**src/rtl/msg_tx_sequencer.sv**
```systemverilog
// msg_tx_sequencer
//   Walks the message ROM from address 0 to MSG_LEN-1 and hands each byte to
//   the UART transmitter using its new_data/busy/block handshake. One message
//   is sent per start request.
//
// Optional build macro: MSG_TX_AUTO_REPEAT_EN
//   When defined, the block re-sends the message automatically after an idle
//   gap of REPEAT_CYCLES clocks following each completed message.
//
// Ports
//   clk          system clock, rising edge
//   rst_n        asynchronous active-low reset
//   start        request one message (sampled only in IDLE)
//   rom_addr     ROM address (registered)
//   rom_data     ROM read data, valid one clock after rom_addr changes
//   tx_data      byte to UART (registered, holds the last byte sent)
//   tx_new_data  one-cycle strobe, tx_data valid
//   tx_busy      UART is shifting a byte
//   tx_block     downstream flow control, no new byte while high
//   busy         high from the first FETCH through the last GAP
//   done         one-cycle pulse when the message completes
//
// state  | meaning
// -------+------------------------------------------------------------
// IDLE   | waiting for start (or the auto-repeat timer)
// FETCH  | rom_addr stable, ROM registers the byte at the end of cycle
// SEND   | rom_data valid, wait for tx_busy and tx_block both low
// STROBE | tx_new_data high for this single cycle
// GAP    | tx_busy ignored (UART busy rise latency), advance or finish
module msg_tx_sequencer #(
    parameter int MSG_LEN       = 23,
    parameter int ADDR_W        = 5,
    parameter int REPEAT_CYCLES = 50000000
) (
    input  logic              clk,
    input  logic              rst_n,
    input  logic              start,
    output logic [ADDR_W-1:0] rom_addr,
    input  logic [7:0]        rom_data,
    output logic [7:0]        tx_data,
    output logic              tx_new_data,
    input  logic              tx_busy,
    input  logic              tx_block,
    output logic              busy,
    output logic              done
);

    if (MSG_LEN < 1 || MSG_LEN > (1 << ADDR_W) || REPEAT_CYCLES < 1) begin : g_param_check
        $error("msg_tx_sequencer: illegal parameter combination");
    end

    typedef enum logic [2:0] {
        ST_IDLE,
        ST_FETCH,
        ST_SEND,
        ST_STROBE,
        ST_GAP
    } state_t;

    localparam logic [ADDR_W-1:0] LAST_IDX = ADDR_W'(MSG_LEN - 1);

    state_t            state_q, state_d;
    logic [ADDR_W-1:0] idx_q, idx_d;
    logic [ADDR_W-1:0] rom_addr_q, rom_addr_d;
    logic [7:0]        tx_data_q, tx_data_d;
    logic              tx_new_data_q, tx_new_data_d;
    logic              busy_q, busy_d;
    logic              done_q, done_d;
    logic              go;

`ifdef MSG_TX_AUTO_REPEAT_EN
    localparam int RPT_W = (REPEAT_CYCLES > 1) ? $clog2(REPEAT_CYCLES) : 1;
    localparam logic [RPT_W-1:0] RPT_LOAD = RPT_W'(REPEAT_CYCLES - 1);

    logic [RPT_W-1:0] rpt_cnt_q, rpt_cnt_d;
    // Armed only after a completed message, so reset never triggers a re-send.
    logic             rpt_armed_q, rpt_armed_d;
`endif

    always_comb begin
        state_d       = state_q;
        idx_d         = idx_q;
        rom_addr_d    = rom_addr_q;
        tx_data_d     = tx_data_q;
        tx_new_data_d = 1'b0;
        busy_d        = busy_q;
        done_d        = 1'b0;
        go            = 1'b0;
`ifdef MSG_TX_AUTO_REPEAT_EN
        rpt_cnt_d     = rpt_cnt_q;
        rpt_armed_d   = rpt_armed_q;
`endif

        case (state_q)
            ST_IDLE: begin
`ifdef MSG_TX_AUTO_REPEAT_EN
                if (start) begin
                    go          = 1'b1;
                    rpt_armed_d = 1'b0;
                    rpt_cnt_d   = '0;
                end else if (rpt_armed_q) begin
                    if (rpt_cnt_q == '0) begin
                        go          = 1'b1;
                        rpt_armed_d = 1'b0;
                    end else begin
                        rpt_cnt_d = rpt_cnt_q - 1'b1;
                    end
                end
`else
                go = start;
`endif
                if (go) begin
                    idx_d      = '0;
                    rom_addr_d = '0;
                    busy_d     = 1'b1;
                    state_d    = ST_FETCH;
                end
            end

            ST_FETCH: begin
                state_d = ST_SEND;
            end

            ST_SEND: begin
                if (!tx_busy && !tx_block) begin
                    tx_data_d     = rom_data;
                    tx_new_data_d = 1'b1;
                    state_d       = ST_STROBE;
                end
            end

            ST_STROBE: begin
                state_d = ST_GAP;
            end

            ST_GAP: begin
                if (idx_q == LAST_IDX) begin
                    done_d  = 1'b1;
                    busy_d  = 1'b0;
                    state_d = ST_IDLE;
`ifdef MSG_TX_AUTO_REPEAT_EN
                    rpt_cnt_d   = RPT_LOAD;
                    rpt_armed_d = 1'b1;
`endif
                end else begin
                    idx_d      = idx_q + 1'b1;
                    rom_addr_d = idx_q + 1'b1;
                    state_d    = ST_FETCH;
                end
            end

            default: begin
                busy_d  = 1'b0;
                state_d = ST_IDLE;
            end
        endcase
    end

    always_ff @(posedge clk or negedge rst_n) begin
        if (!rst_n) begin
            state_q       <= ST_IDLE;
            idx_q         <= '0;
            rom_addr_q    <= '0;
            tx_data_q     <= 8'h00;
            tx_new_data_q <= 1'b0;
            busy_q        <= 1'b0;
            done_q        <= 1'b0;
`ifdef MSG_TX_AUTO_REPEAT_EN
            rpt_cnt_q     <= '0;
            rpt_armed_q   <= 1'b0;
`endif
        end else begin
            state_q       <= state_d;
            idx_q         <= idx_d;
            rom_addr_q    <= rom_addr_d;
            tx_data_q     <= tx_data_d;
            tx_new_data_q <= tx_new_data_d;
            busy_q        <= busy_d;
            done_q        <= done_d;
`ifdef MSG_TX_AUTO_REPEAT_EN
            rpt_cnt_q     <= rpt_cnt_d;
            rpt_armed_q   <= rpt_armed_d;
`endif
        end
    end

    assign rom_addr    = rom_addr_q;
    assign tx_data     = tx_data_q;
    assign tx_new_data = tx_new_data_q;
    assign busy        = busy_q;
    assign done        = done_q;

endmodule
```
**config.mk**
```make
export PLATFORM = sky130hd
export DESIGN_NAME = msg_tx_sequencer
export DESIGN_NICKNAME = d
export VERILOG_FILES = /design/src/rtl/msg_tx_sequencer.sv
export SDC_FILE = /design/constraint.sdc
export NUM_CORES = 1
export LEC_CHECK = 0
export ABC_AREA = 0
export BUFFER_PORTS_ARGS = -buffer_cell sky130_fd_sc_hd__buf_2
export CORE_UTILIZATION = 36
export CTS_BUF_LIST = sky130_fd_sc_hd__clkbuf_8
export DETAILED_ROUTE_END_ITERATION = 16
export MAX_ROUTING_LAYER = met4
export PLACE_DENSITY_LB_ADDON = 0.12
export RECOVER_POWER = 50
export SYNTH_ARGS = -nofsm -noshare
export SYNTH_HDL_FRONTEND = slang
export SYNTH_SLANG_ARGS = --single-unit
```
**constraint.sdc**
```tcl
create_clock -name clk -period 1.9 [get_ports clk]
set_clock_uncertainty 0.2 [all_clocks]
set_input_delay 0.19 -clock clk [delete_from_list [all_inputs] [get_ports clk]]
set_output_delay 0.19 -clock clk [all_outputs]
set_load 0.03 [all_outputs]
```
## After elaboration in Yosys (flattened, before gate mapping)

Index checks and enable logic that the tools add are counted.

- $add $sub $neg: 1
- Multipliers: 0
- Divide/modulo/power cells: 0
- $lt $le $gt $ge: 0
- Eq/ne operators: 9
- Shift operators: 0
- Mux-type cells: 14
- Bitwise gates (word level): 1
- Reduce and logical (&&, ||, !) cells: 10

Operators with widths:

| operator | count |
|---|---|
| one-hot mux 3 bit (5 select lines) | 1 |
| 2-to-1 mux 5 bit | 2 |
| one-hot mux 5 bit (2 select lines) | 1 |
| != test 2 bit (second input constant) | 4 |
| 2-to-1 mux 1 bit | 7 |
| equality test 3 x 2 -> 1 bit (second input constant) | 2 |
| 2-to-1 mux 3 bit | 2 |
| AND reduction 3 bit | 2 |
| adder 5 x 1 -> 5 bit (second input constant) | 1 |
| equality test 5 bit (second input constant) | 1 |
| AND reduction 2 bit | 2 |
| equality test 3 x 1 -> 1 bit (second input constant) | 1 |
| equality test 3 bit (second input constant) | 1 |
| logical NOT 3 bit | 1 |
| one-hot mux 1 bit (3 select lines) | 1 |
| OR reduction 3 bit | 1 |
| logical NOT 1 bit | 2 |
| nonzero test 2 bit | 1 |
| logical AND 1 bit | 1 |
| NOT 1 bit | 1 |

- Register bits after elaboration: 19
- Latch bits: 0
- RAM bits: 0
- Bits in read-only memories: 0
- Input bits: 13
- Output and inout bits: 16
- Memories kept: 0

## Depth between registers and ports, before layout

Gate-level depths: netlist of the first run.

- Word-level depth: 4
- Depth in mapped cells: 5
- Mapped depth without buffers: 5

## Worst setup path after synthesis of the first run

Ideal clock, no wire load.

- Path type: register to register
- Start point: reg state_q[0]
- End point: reg rom_addr_q[3], in the netlist rom_addr[3]
- Arrival time: 1.574 ns
- Required time: 1.623 ns
- Path slack: 0.049 ns
- Stages on the path, launching flop included: 6
- Buffers on the path: 2
- Path through: dfrtp_1 buf_6 or3b_1 buf_2 or4b_1 a21oi_1

- Cells in the longest elaborated chain, start to end: 3

Ends and longest elaborated chain:

| item | line | source |
|---|---|---|
| start: declaration | 62 | `state_t state_q, state_d;` |
| start signal: assignment | 173 | `state_q <= state_d;` |
| equality test 3 bit or logical NOT 3 bit (tied branches) | 94 | `case (state_q)` |
| != test 2 bit (no line) or nonzero test 2 bit (tied branches) | - |  |
| AND reduction 3 bit (no line) | - |  |
| end signal: assignment | 175 | `rom_addr_q <= rom_addr_d;` |
| end: declaration | 64 | `logic [ADDR_W-1:0] rom_addr_q, rom_addr_d;` |

Parallel ways exist; a longest one is shown, timed or not.
A chain may end at the register's enable or synchronous reset.

## Final worst setup path of the first run

- Start point: reg state_q[2]
- End point: reg rom_addr_q[4], in the netlist rom_addr[4]

Same word-level chain as after synthesis.

==> results.cfg, run 1 <==
[run_status]
status = finished, final reports clean

[floorplanning]
start_util_pct = 38.3
io-pin-count = 29
die-area_um2 = 2550
die_x_um = 50.5
core_region_area_um2 = 2210
rows = 17
fp.dieH_um = 50.5

[synthesis]
synth_cells = 67
synthAdderAreaFrac_pct = 2.95
synth-edff-count = 0
ys_types = 26
synth_simple_gate_area_share_pct = 15.8
synth_xor_area_share_pct = 2.07
synth.area.mux_share_pct = 10.6
async_reset_ff_share_pct = 100
synth_top_family_by_area = simple AND/OR/NAND/NOR gates
synth_compound_area_share_pct = 8.71
synth_seq_cells = 19
synthFlopType = dfrtp_1
syn_avg_cell_area_um2 = 12.6
yosysWarnings = 0
synthesis.nets = 82
syn_area_um2 = 847
ys_seq_area_share_pct = 56.1

[flow_run]
cap_violations = 0

[power_and_ir_drop]
p_sw_w = 0.000673
p_int_w = 0.000975
ir_drop_mv = 0.980
p_comb_share_pct = 44.1
p_leak_nw = 0.533
finalPower_w = 0.00165
power_frac_clock_pct = 17.3
p_per_area_nw_per_um2 = 1400
switching_share_pct = 40.8
seq_power_share_pct = 38.6

[placed_design]
dpl.cell_count = 126
dpl_cell_area_um2 = 1040
portBuffers = 28
place_ws_ns = 0.140
gp_congestion = 0.804
hpwlAfterDp_um = 1090

[final_layout]
final_common_cell = buf_2
regArea_um2 = 477
fill_cells = 198
final_layout_size_suffix_gt1_share_pct = 36.9
fin_area_um2 = 1170
diodes = 0
multi_input_area_um2 = 340
fin_nets = 127
layout_common_cells = buf_2, dfrtp_1, dlygate4sd3_1, mux2_2, clkbuf_1
syn2layout_area_growth_pct = 38.7
stdcell_count = 139

[timing]
timing.fmax_mhz = 573
period_minus_slack_ns = 1.75
min_period_over_period_pct = 91.9
rsz0062_at_grt = false
fin_ws_ns = 0.154
finalSetupTns_ns = 0
maxSlewViolCount = 0
finalHoldViolCount = 0
relSlewSlack_pct = 34.3
final-setup-viol-count = 0
worstMarginPinSlew_ns = 0.985

[setup_path]
cp_max_fo = 9
endpoint_kind = register
cp-start-kind = register
path_class = register to register
crit_required_ns = 1.88
arrival_ns = 1.73

[clock_network]
cts_num_sinks = 19
ctsHtreeMaxLevel = 1
path_clk_slew_ns = 0.07
root_buffer = clkbuf_8
cts_buffer_depth = 2
clk_latency_ns = 0.26
cts_buffers = 3
cts_tree = built

[global_routing]
grt_max_degree = 20
grt_overflow_total = 0
grt.total_usage_pct = 15.2
grt_pass1_wl_um = 2770
grt_pass1_vias = 628
antenna_found_initial = 0

[detailed_routing]
via_count = 656
final_antenna_net_count = 0
wl_um = 1570
viasPerCell = 4.72
post_drt_wl_per_cell_um = 11.3
drc = 0
drt_iter0_markers = 3
drtPass1Iterations = 4

[worst_hold_path]
hp-class = primary input to register
-- through the flow --
step	utilization [%]	hold WS, ns
final	53.1	0.0543
after global routing	53.1	0.0983
after CTS	53.5	0.0552
after detailed placement	47.2	-0.0473
after global placement	47.2	-0.0468
after floorplan	-	-0.306
-- power by group through the flow --
| stage | clock network, W | registers (W) | logic, W |
|---|---|---|---|
| after floorplan | 0 | 0.000856 | 0.000303 |
| after global placement | 0 | 0.000634 | 0.000726 |
| after detailed placement | 0 | 0.000640 | 0.000732 |
| after CTS | 0.000298 | 0.000635 | 0.000746 |
| after global routing | 0.000314 | 0.000659 | 0.000790 |
| final | 0.000285 | 0.000636 | 0.000727 |
-- synthesized netlist by cell type (2+ instances only) --
cell / n / area share [%]
dfrtp_1: 19 / 56
mux2_2: 8 / 11
a21oi_1: 4 / 2.4
nand3_1: 4 / 2.4
nor2_1: 4 / 1.8
o21ai_0: 3 / 1.8
ha_1: 2 / 3.0
inv_1: 2 / 0.89
nor3b_1: 2 / 1.8
o2bb2ai_1: 2 / 2.1
xnor2_1: 2 / 2.1
-- path summary, 6_finish.rpt --
check / to / cells past startpoint / slack [ns] / start
max: rom_addr[4] / 4 / 0.15 / state_q[2]
min: busy / 3 / 0.05 / start
max reg2reg: rom_addr[4] / 4 / 0.15 / state_q[2]
min reg2reg: tx_data[6] / 1 / 0.31 / tx_data[6]
max in group asynchronous: state_q[2] / 2 / 0.44 / rst_n
min in group asynchronous: tx_data[1] / 2 / 0.41 / rst_n
-- flip-flops by register name (all words and copies together) (netlist names) --
signal / count
tx_data: 8
rom_addr: 5
state_q: 3
busy: 1
done: 1
tx_new_data: 1
-- metal layers --
layer	vias to the layer above	routed length [um]	track usage [%]	share of wire, %
met5	-	0	-	0
met4	0	14	4.17	0.89
met3	2	70	6.36	4.5
met2	18	751	23.1	48
met1	311	728	18.7	47
li1	325	-	-	-
-- layout make-up --
class,count,share of cell area (%)
Sequential cell,19,40.6
Multi-Input combinational cell,43,29.0
Timing Repair Buffer,43,22.7
Clock buffer,3,3.51
Tap cell,28,2.98
Clock inverter,1,0.639
Inverter,2,0.639
-- what timing repair did --
item	CTS	global route
hold endpoints to repair	27	0
buffers inserted	0	0
gates resized for setup	0	1
endpoints found under the setup margin	0	1
hold buffers	9	0
-- critical path, cell delays in order, from the launching register on --
cell     delay [ns]
dfrtp_2        0.43
or3b_1         0.38
buf_4          0.16
or3_1          0.34
a21oi_1        0.16
-- cell families after synthesis --
group / after synthesis
flip-flops: 19
multiplexers: 8
AND/OR/NAND/NOR: 19
AO/OA/AOI/OAI: 12
buffers and inverters: 5
XOR/XNOR: 2
adder cells (fa/ha/maj): 2
No activity file was read; power rests on OpenSTA's default activity.
==> run 2: changes to the inputs <==
Settings changed: ABC_AREA 0 to 1, ABC_CLOCK_PERIOD_IN_PS set to 1900, CTS_CLUSTER_SIZE set to 12.
==> results.cfg, run 2 <==
[run_status]
status = finished, final reports clean

[setup_path]
crit_required_ns = 1.83
rr_startpoint = rom_addr[0]
arrival_ns = 1.39
worst_path_max_delay_cell = dfrtp_1
max_stage_delay_ns = 0.44
crit_chain = inv_1 > ha_1 > nand2_1 > inv_1 > nand2_2 > nand2_4 > nand3_1 > o21ai_0
cpLargestDelayFamily = flip-flops
rr_worst_depth = 8
endpoint_kind = register
path_class = register to register
cp-start-kind = register
cp_common_cell = inv_1
cp_max_fo = 8
path_depth = 8
r2r-end = rom_addr[0]
path_buf_inv = 2
rrSetupSlack_ns = 0.44

[timing]
period_minus_slack_ns = 1.46
final-setup-viol-count = 0
min_period_over_period_pct = 76.8
finalHoldViolCount = 0
finalHoldWorstSlack_ns = 0.0677
timing.fmax_mhz = 685
maxSlewViolCount = 0
finalSetupTns_ns = 0
rsz0062_at_grt = false
relSlewSlack_pct = 31.8
worstMarginPinSlew_ns = 1.02

[final_layout]
fin_area_um2 = 1190
regArea_um2 = 475
largest_reg_flops = 8
stdcell_count = 172
syn2layout_area_growth_pct = 34.2
fin_nets = 160
final_layout_size_suffix_gt1_share_pct = 24.3
final_common_cell = nand2_1
diodes = 0
multi_input_area_um2 = 375
fill_cells = 239
layout_common_cells = nand2_1, buf_2, dfrtp_1, dlygate4sd3_1

[synthesis]
synth-edff-count = 0
yosysTopAreaCellShare_pct = 53.7
yosysWarnings = 0
synth_top_cell_by_area = dfrtp_1
synth_cells = 103
synthFlopType = dfrtp_1
synth_area_leaders = dfrtp_1, nand2_1, nand3_1, inv_1, nor2_1
ys_types = 19
yosysMostFrequentCell = nand2_1
syn_area_um2 = 885
syn_avg_cell_area_um2 = 8.59
async_reset_ff_share_pct = 100
ys_seq_area_share_pct = 53.7
synthesis.nets = 118
synth_seq_cells = 19
synth_common_cells = nand2_1, dfrtp_1, inv_1, nand3_1, nor2_1

[clock_network]
path_clk_slew_ns = 0.07
cts_num_sinks = 19
ctsHtreeMaxLevel = 1
root_buffer = clkbuf_8
clk_latency_ns = 0.25
cts_resized = 0
cts_tree = built
cts_buffer_depth = 2
cts_buffers = 3

[floorplanning]
fp.dieH_um = 51.6
io-pin-count = 29
rows = 17
die-area_um2 = 2660
core_region_area_um2 = 2250
start_util_pct = 39.2
die_x_um = 51.6

[worst_hold_path]
min_delay_path_depth = 3
hp-class = primary input to register
hold_end = busy
hold_start = start

[placed_design]
dpl_cell_area_um2 = 1060
hpwlAfterDp_um = 1300
dpl.cell_count = 159
gp_congestion = 0.789
portBuffers = 28

[power_and_ir_drop]
finalPower_w = 0.00163
p_leak_nw = 0.628
p_per_area_nw_per_um2 = 1370
ir_drop_mv = 0.933

[detailed_routing]
viasPerCell = 4.66
drtPass1Iterations = 4
wl_um = 1720
drt_iter0_markers = 8
drc = 0
via_count = 802
final_antenna_net_count = 0
post_drt_wl_per_cell_um = 10.0

[global_routing]
grt_overflow_total = 0
grt_pass1_wl_um = 3060
grt_pass1_vias = 752
grt_max_degree = 20
antenna_found_initial = 0
grt.total_usage_pct = 15.9

[flow_run]
cap_violations = 0
[run 2: cell count changes in the layout (fill, tap and decap cells not counted), moves of 3 or more]
| cell | change |
|---|---|
| nor2_2 | +3 |
| mux2_2 | -8 |
| nor2_1 | +3 |
| nand3_1 | +3 |
| inv_1 | +5 |
| nand2_1 | +40 |
| buf_4 | -6 |
[run 2: final cells by class]
| class | instances | share of cell area (%) |
|---|---|---|
| sequential | 19 | 40.0 |
| multi-input combinational | 75 | 31.6 |
| timing repair buffer | 37 | 18.7 |
| clock buffer | 3 | 3.48 |
| tap | 28 | 2.95 |
| inverter | 9 | 2.85 |
| clock inverter | 1 | 0.421 |
[run 2: tightest hold or removal path, cell delays in order]
cell and delay (ns):
buf_2 0.12, nand3_4 0.12, nand2_1 0.06
[run 2: cells by family (layout without fill, tap and decap cells)]
family	Yosys count	count (layout)	share of synthesized area [%]
AO/OA/AOI/OAI	6	6	3.39
XOR/XNOR	1	1	0.990
adder cells (fa/ha/maj)	2	2	2.83
buffers and inverters	9	50	3.82
flip-flops	19	19	53.7
AND/OR/NAND/NOR	66	66	35.2
[run 2: where the power goes]
group / switching (W) / internal (W) / total [W]
Combinational: 0.000492 / 0.000211 / 0.000702
Sequential: 0.000107 / 0.000542 / 0.000649
Clock: 0.000130 / 0.000145 / 0.000275
Total: 0.000728 / 0.000898 / 0.00163
[run 2: worst max path at each step]
stage,startpoint,end,slack [ns]
after floorplan,rom_addr[0],rom_addr[0],0.32
after global placement,rom_addr[0],busy,0.48
after detailed placement,rom_addr[0],busy,0.45
after CTS,rom_addr[0],rom_addr[0],0.43
after global routing,rst_n,done,0.22
final,rom_addr[0],rom_addr[0],0.44
[run 2: metal layers]
layer	track usage (%)	routed length [um]
met5	-	0
met1	19.3	813
met4	5.41	0
met3	2.63	60
met2	26.8	848
[run 2: what timing repair did]
item | in CTS | in global routing
buffers inserted | 0 | 0
hold buffers | 9 | 0
hold endpoints to repair | 27 | 0
[run 2: per-stage QoR]
step,utilization [%],setup slack [ns]
5_1_grt,52.7,0.218
2_1_floorplan,-,0.320
4_1_cts,53.1,0.435
6_report,52.7,0.441
3_3_place_gp,47.0,0.482
3_5_place_dp,47.0,0.447
==> run 3: changes to the inputs <==
Settings changed: ABC_CLOCK_PERIOD_IN_PS 1900 to 1400.
Clock period 1.9 ns to 1.4 ns, I/O delays scaled along.
==> results.cfg, run 3 (same netlist as run 2, synthesis figures left out) <==
[final_layout]
largest_reg_flops = 8
fin_nets = 170
fill_cells = 228
final_core_util_pct = 59.3
final_layout_size_suffix_gt1_share_pct = 40.9
layout_common_cells = nand2_1, buf_2, dfrtp_1, buf_4, dlygate4sd3_1
regArea_um2 = 479
diodes = 0
multi_input_area_um2 = 437
syn2layout_area_growth_pct = 51.2
fin_area_um2 = 1340
final_common_cell = nand2_1

[detailed_routing]
post_drt_wl_per_cell_um = 10.4
wl_um = 1890
drc = 0
via_count = 820
drt_iter0_markers = 3
final_antenna_net_count = 0
drtPass1Iterations = 4
viasPerCell = 4.51

[floorplanning]
rows = 17
die-area_um2 = 2660
io-pin-count = 29
fp.dieH_um = 51.6
core_region_area_um2 = 2250
start_util_pct = 39.2
die_x_um = 51.6

[setup_path]
rrSetupSlack_ns = 0.003
cp-start-kind = register
crit_required_ns = 1.35
arrival_ns = 1.35
endpoint_kind = register
cp_max_fo = 8
path_class = register to register

[timing]
final-setup-viol-count = 0
rsz0062_at_grt = true
period_minus_slack_ns = 1.40
finalHoldViolCount = 0
timing.fmax_mhz = 716
worstMarginPinSlew_ns = 0.480
relSlewSlack_pct = 68.0
finalSetupTns_ns = 0
finalHoldWorstSlack_ns = 0.0291
min_period_over_period_pct = 99.8
maxSlewViolCount = 0

[clock_network]
cts_tree = built
path_clk_slew_ns = 0.08
root_buffer = clkbuf_8
cts_buffers = 3
cts_buffer_depth = 2
ctsHtreeMaxLevel = 1
clk_latency_ns = 0.25
cts_num_sinks = 19

[placed_design]
dpl_cell_area_um2 = 1100
portBuffers = 28
gp_congestion = 0.833
hpwlAfterDp_um = 1340

[power_and_ir_drop]
p_per_area_nw_per_um2 = 1820
p_leak_nw = 0.706
ir_drop_mv = 1.39
finalPower_w = 0.00243

[worst_hold_path]
hp-class = primary input to register

[global_routing]
grt_pass1_wl_um = 3080
grt_pass1_vias = 742
grt_overflow_total = 0
grt_max_degree = 20
antenna_found_initial = 0
grt.total_usage_pct = 16.5

[run_status]
status = finished, final reports clean

[flow_run]
cap_violations = 0
run 3: cell types whose count changed in the layout (fill, tap and decap cells not counted), sizes merged:
| cell | previous run | this run |
|---|---|---|
| buf | 21 | 34 |
| clkbuf | 10 | 7 |
run 3: worst paths after layout:
kind	startpoint	to	depth (start not counted)
max reg2reg	rom_addr[0]	rom_addr[2]	9
max	rom_addr[0]	rom_addr[2]	9
min	start	busy	3
min in group asynchronous	rst_n	state_q[2]	2
min reg2reg	busy	busy	2
max in group asynchronous	rst_n	rom_addr[1]	2
run 3: critical path: stages, from the launching register on:
cell and delay [ns]:
dfrtp_2 0.44, inv_2 0.07, ha_4 0.12, nand2_2 0.04
inv_2 0.06, nand2_4 0.07, nand2_8 0.11, nand2_4 0.07
nand2_2 0.05, o21ai_1 0.05
run 3: report_power, final:
part / leakage (nW) / internal (W) / switching, W
Sequential: 0.243 / 0.000742 / 0.000136
Clock: 0.0255 / 0.000198 / 0.000188
Combinational: 0.438 / 0.000405 / 0.000760
Total: 0.706 / 0.00134 / 0.00108
run 3: area by class of cell:
class | instances | share of cell area, %
Inverter | 9 | 2.90
Clock inverter | 1 | 0.374
Sequential cell | 19 | 35.8
Timing Repair Buffer | 47 | 22.5
Clock buffer | 3 | 3.09
Multi-Input combinational cell | 75 | 32.6
Tap cell | 28 | 2.62
run 3: routing by layer:
| metal | routed length [um] | up-vias | global-route usage, % | part of all wire [%] |
|---|---|---|---|---|
| met5 | 0 | - | - | 0 |
| met4 | 16 | 0 | 6.76 | 0.85 |
| met3 | 68 | 2 | 4.09 | 3.6 |
| met2 | 918 | 14 | 26.6 | 49 |
| met1 | 883 | 375 | 19.6 | 47 |
| li1 | - | 429 | - | - |
run 3: per-stage QoR:
stage	setup WS [ns]	cells
global placement	0.0260	164
global route	-0.0592	182
CTS	-0.0161	179
finish	0.00338	182
detailed placement	-0.00230	164
floorplan	-0.0349	103
run 3: repair_timing:
item / CTS / global route
resized for setup: 1 / 16
hold buffers: 9 / 0
pin swaps: 0 / 6
endpoints found under the hold margin: 27 / 0
endpoints found under the setup margin: 5 / 15
buffers inserted: 2 / 3
